**config.mk**
```make
export PLATFORM = sky130hd
export DESIGN_NAME = fdiv_result_stage
export DESIGN_NICKNAME = d
export VERILOG_FILES = /design/src/rtl/fdiv_pkg.sv /design/src/rtl/fdiv_classify.sv /design/src/rtl/fdiv_result_stage.sv
export SDC_FILE = /design/constraint.sdc
export NUM_CORES = 1
export LEC_CHECK = 0
export ABC_CLOCK_PERIOD_IN_PS = 3800
export CORE_MARGIN = 4
export CORE_UTILIZATION = 64
export CTS_CLUSTER_DIAMETER = 40
export DETAILED_ROUTE_END_ITERATION = 8
export DONT_BUFFER_PORTS = 1
export PLACE_DENSITY = 0.8
export SYNTH_ARGS = -nofsm -noshare
export SYNTH_HDL_FRONTEND = slang
export SYNTH_SLANG_ARGS = --single-unit
export TNS_END_PERCENT = 100
```
**constraint.sdc**
```tcl
create_clock -name clk -period 3.8 [get_ports clk]
set_clock_uncertainty 0.2 [all_clocks]
set_input_delay 0.76 -clock clk [delete_from_list [all_inputs] [get_ports clk]]
set_output_delay 0.76 -clock clk [all_outputs]
set_load 0.01 [all_outputs]
```
**src/rtl/fdiv_pkg.sv**
```systemverilog
// fdiv_pkg: shared constants for the float-divide result stage.
// Flag bit positions inside the 5-bit {invalid,dz,ovf,unf,zero} vector.
package fdiv_pkg;
    localparam int F_INV  = 4;
    localparam int F_DZ   = 3;
    localparam int F_OVF  = 2;
    localparam int F_UNF  = 1;
    localparam int F_ZERO = 0;
    localparam logic [31:0] QNAN    = 32'h7FC0_0000;
    localparam logic [7:0]  EXP_MAX = 8'hFF;
    localparam int          BIAS    = 127;
endpackage

```
**src/rtl/fdiv_classify.sv**
```systemverilog
// fdiv_classify: combinational IEEE-754 single special-case override of a divider quotient.
// Denormal operands are flushed to zero; only exponents matter for classification.
module fdiv_classify
    import fdiv_pkg::*;
(
    input  logic [31:0] a,
    input  logic [31:0] b,
    input  logic [31:0] q,
    output logic [31:0] data,
    output logic [4:0]  flags
);
    logic za, zb, sa, sb, s;
    logic signed [9:0] e;
    logic unused_mant;
    assign za = a[30:23] == 8'h00;
    assign zb = b[30:23] == 8'h00;
    assign sa = a[30:23] == EXP_MAX;
    assign sb = b[30:23] == EXP_MAX;
    assign s  = a[31] ^ b[31];
    assign e  = $signed({2'b0, a[30:23]} - {2'b0, b[30:23]} + 10'(BIAS));
    assign unused_mant = ^{a[22:0], b[22:0]};
    always_comb begin
        data  = q;
        flags = '0;
        if (sa | sb | (za & zb)) begin
            data         = QNAN;
            flags[F_INV] = 1'b1;
        end else if (zb) begin
            data        = {s, EXP_MAX, 23'h0};
            flags[F_DZ] = 1'b1;
        end else if (za) begin
            data          = {s, 31'h0};
            flags[F_ZERO] = 1'b1;
        end else if (e > 10'sd254) begin
            data         = {s, EXP_MAX, 23'h0};
            flags[F_OVF] = 1'b1;
        end else if (e < 10'sd1) begin
            data          = {s, 31'h0};
            flags[F_UNF]  = 1'b1;
            flags[F_ZERO] = 1'b1;
        end
    end
endmodule

```
**src/rtl/fdiv_result_stage.sv**
```systemverilog
// fdiv_result_stage: registered divider writeback with special-case override and 2-entry skid buffer.
// Optional sticky flags / saturating op counter enabled by defining FDIV_STICKY_STATUS_EN.
module fdiv_result_stage
    import fdiv_pkg::*;
#(
    parameter int CNT_W = 16
) (
    input  logic             clk,
    input  logic             rst,
    input  logic             in_valid,
    output logic             in_ready,
    input  logic [31:0]      in_a,
    input  logic [31:0]      in_b,
    input  logic [31:0]      in_q,
    output logic             out_valid,
    input  logic             out_ready,
    output logic [31:0]      out_data,
    output logic [4:0]       out_flags,
    input  logic             status_clr,
    output logic [4:0]       sticky_flags,
    output logic [CNT_W-1:0] op_count
);
    logic [31:0] c_data, skid_data;
    logic [4:0]  c_flags, skid_flags;
    logic        main_valid, skid_valid, in_hs, out_hs;

    fdiv_classify u_cls (.a(in_a), .b(in_b), .q(in_q), .data(c_data), .flags(c_flags));

    assign out_valid = main_valid;
    assign in_ready  = ~skid_valid;
    assign in_hs     = in_valid & in_ready;
    assign out_hs    = main_valid & out_ready;

    // Skid only fills while main is stalled, and in_ready is low while it is full.
    always_ff @(posedge clk or posedge rst) begin
        if (rst) begin
            main_valid <= 1'b0;
            skid_valid <= 1'b0;
            out_data   <= '0;
            out_flags  <= '0;
            skid_data  <= '0;
            skid_flags <= '0;
        end else if (~main_valid | out_hs) begin
            if (skid_valid) begin
                main_valid <= 1'b1;
                out_data   <= skid_data;
                out_flags  <= skid_flags;
                skid_valid <= 1'b0;
            end else begin
                main_valid <= in_hs;
                if (in_hs) begin
                    out_data  <= c_data;
                    out_flags <= c_flags;
                end
            end
        end else if (in_hs) begin
            skid_valid <= 1'b1;
            skid_data  <= c_data;
            skid_flags <= c_flags;
        end
    end

`ifdef FDIV_STICKY_STATUS_EN
    // Clear has priority over a coinciding handshake.
    always_ff @(posedge clk or posedge rst) begin
        if (rst) begin
            sticky_flags <= '0;
            op_count     <= '0;
        end else if (status_clr) begin
            sticky_flags <= '0;
            op_count     <= '0;
        end else if (out_hs) begin
            sticky_flags <= sticky_flags | out_flags;
            if (op_count != '1) op_count <= op_count + CNT_W'(1);
        end
    end
`else
    logic unused_clr;
    assign unused_clr   = status_clr;
    assign sticky_flags = '0;
    assign op_count     = '0;
`endif
endmodule
```
==> results by group <==
Worst setup path
  – CP startpoint kind: input port
  – Critical path peak fanout: 13
  – Worst EP required: 3.83 ns
  – CP endpoint kind: flop
  – Critical Path AT: 3.71 ns
  – WS Path Type: input port to flop

Floorplan
  – Ports: 161
  – Die ar.: 8180 sq um
  – Die Ht: 90.5 microns
  – Placement Rows: 29
  – Initial Utilization: 67.4%
  – Core region area: 6460 sq um
  – Die width: 90.5 microns

Min path
  – Hold crit path type: flop to flop

Detailed routing
  – DRT Pass-1 Iters: 5
  – 1st-iter DRT viols: 264
  – WL/cell: 17.7 microns
  – Vias: 3673
  – Antenna viol nets, final: 0
  – DR DRC count: 0
  – Final wirelength: 10400 microns
  – Average via count per standard cell: 6.28

Timing
  – Setup violators final: 0
  – Count of final max-slew check failures: 0
  – Period utilisation layout: 96.9%
  – Worst-margin pin slew: 1.07 ns
  – Slew headroom: 28.3%
  – Fmax: 0.272 GHz
  – Hold Vio Cnt, Final: 0
  – Final setup TNS: 0 ns
  – Minimum clock period: 3.68 ns

Layout
  – Finished Core Util: 72.1%
  – Multi-input gate area: 2190 sq um
  – Register area: 1900 sq um
  – Layout area overhead: 7.01%
  – Final Cell Area: 4660 sq um
  – Fill count: 476
  – Layout cells sized above 1: 13.2%
  – Ant. Diodes: 0
  – Nets: 617

Clock tree
  – TritonCTS Buffers: 9
  – CTS resizes: 0
  – CTS tree: yes
  – Clock buffer depth: 2
  – Max H-tree Level: 3
  – Clock transition at path regs: 0.07 ns
  – Clock Latency Late Sink: 0.35 ns
  – CTS root buffer: clkbuf_8
  – Cts hold-fix bufs: 0
  – CTS sink cnt: 76
  – Post-CTS setup buffers: 0

Global route
  – Global-route wire length before repair: 16700 microns
  – Global Route Usage Sum: 24.8%
  – Antenna violations before repair: 0
  – Largest net degree at the start of global routing: 58
  – Total grt overflow: 0
  – Number of global-route vias before repair: 3513

Pwr
  – Overall Power: 2.54 mW
  – Worst VDD drop: 0.207 mV
  – Pleak: 2.04 nW
  – P per Cell Area: 545 nW/um^2

Placed design
  – GP Congestion: 0.870
  – Post-DP Area: 4340 sq um
  – Estimated wirelength of the detail-placed design: 7160 microns
  – Port bufs: 0

Synth
  – Register area share after synthesis: 43.7%
  – Warning count from the yosys run: 0
  – Fraction of synthesis flops using an asynchronous set or reset pin: 100%
  – Main flop type after synthesis: dfrtp_1
  – Synth Instances: 506
  – Synth Register Bits: 76
  – Synth Cell Area: 4350 sq um
  – Post-synth EDFFs: 0
  – Syn Area/Cell: 8.60 sq um
  – Cell variety after synth: 59

Job
  – Number of max-cap violations: 0

Run status
  – Status: completed
==> layout by cell type, fill, tap and decap left out, types with 2 or more instances in the layout <==
master / Yosys / routed
nand2_1: 98 / 98
dfrtp_1: 76 / 76
nor2_1: 52 / 52
nand4_1: 26 / 26
a31oi_1: 24 / 24
a21oi_1: 21 / 21
conb_1: 1 / 21
buf_4: 21 / 19
o21ai_1: 6 / 18
o21ai_0: 29 / 14
o31ai_1: 12 / 12
inv_1: 13 / 11
nor3_1: 10 / 10
ha_1: 11 / 10
clkbuf_8: 0 / 9
o22ai_1: 8 / 8
xnor2_1: 5 / 5
nand3_1: 5 / 4
xor2_1: 5 / 4
nor4_1: 4 / 4
and3_1: 4 / 3
o21ai_2: 0 / 3
bufinv_16: 0 / 3
a211oi_2: 2 / 2
o21a_1: 3 / 2
or3_4: 1 / 2
and4_2: 2 / 2
a21o_2: 2 / 2
clkinv_2: 0 / 2
==> metrics by stage <==
stage,hold WS [ns],worst slack (ns),cells
after floorplan,0.240,0.00887,526
after global placement,0.252,-0.171,569
after detailed placement,0.260,-0.286,569
after CTS,0.276,0.0752,584
after global routing,0.301,-0.00380,585
final,0.272,0.118,585
==> cell usage after synthesis (6+ instances only) <==
master | count | share of area (%)
a31oi_1 | 24 | 3.4
inv_1 | 13 | 1.1
buf_4 | 21 | 3.6
nand2_1 | 98 | 8.5
o21ai_1 | 6 | 0.69
o22ai_1 | 8 | 1.1
a21oi_1 | 21 | 2.4
nand4_1 | 26 | 3.7
nor3_1 | 10 | 1.1
o31ai_1 | 12 | 2.1
nor2_1 | 52 | 4.5
clkbuf_1 | 23 | 2.0
buf_6 | 6 | 1.6
o21ai_0 | 29 | 3.3
ha_1 | 11 | 3.2
dfrtp_1 | 76 | 44
==> sequential cells by signal, indices dropped and copies added, names as in the netlist <==
register	cells
out_data	32
skid_flags	5
out_valid	1
skid_valid	1
out_flags	5
skid_data	32
==> area by class of cell <==
cell class | count | area share (%)
Timing Repair Buffer | 21 | 4.03
Clock inverter | 6 | 2.39
Sequential cell | 76 | 40.8
Clock buffer | 9 | 2.66
Multi-Input combinational cell | 383 | 47.0
Inverter | 13 | 1.07
Tap cell | 77 | 2.07
==> worst paths after layout <==
check                                                from                   endpoint  slack [ns]  cells past startpoint
worst min register to register  skid_data[31]$_DFFE_PP0P_  skid_data[31]$_DFFE_PP0P_        0.27                      2
worst max register to register     skid_valid$_DFFE_PP0P_   skid_data[7]$_DFFE_PP0P_        1.29                      6
max in group asynchronous                             rst  skid_data[11]$_DFFE_PP0P_        2.33                      2
worst max-delay path                             in_a[23]   out_data[22]$_DFFE_PP0P_        0.12                     15
worst min-delay path            skid_data[31]$_DFFE_PP0P_  skid_data[31]$_DFFE_PP0P_        0.27                      2
min in group asynchronous                             rst   out_data[15]$_DFFE_PP0P_        0.28                      1
==> critical path, stage by stage <==
cell	delay [ns]
inv_1	0.04
ha_2	0.18
inv_2	0.04
fa_2	0.58
inv_1	0.06
ha_1	0.22
xnor2_1	0.27
or3_2	0.17
nor3_1	0.04
or4_1	0.50
o211ai_2	0.09
and3_4	0.25
buf_12	0.16
a21oi_1	0.08
o31ai_1	0.28
==> logic make-up after synthesis <==
group / synth area share [%]
other: 0.0861
adders and majority gates: 3.62
AOI/OAI and AO/OA: 17.7
DFF: 43.7
and+or+nand+nor: 22.6
xor gates and xnor gates: 2.53
muxes: 0.489
buffers and inverters: 9.31
==> report_power, final <==
part           switching, mW  internal, mW  total [mW]
clock                  0.294         0.433       0.727
combinational          0.380         0.264       0.644
sequential             0.172         0.997        1.17
==> routing by layer <==
layer  global-route usage, %  vias to the layer above  part of all wire [%]
li1                        -                     1732                     -
met1                    29.2                     1749                    38
met2                    42.6                      168                    51
met3                    7.33                       24                   9.3
met4                    9.31                        0                   1.9
met5                       0                        -                     0
(Power assumes the default switching activity.)
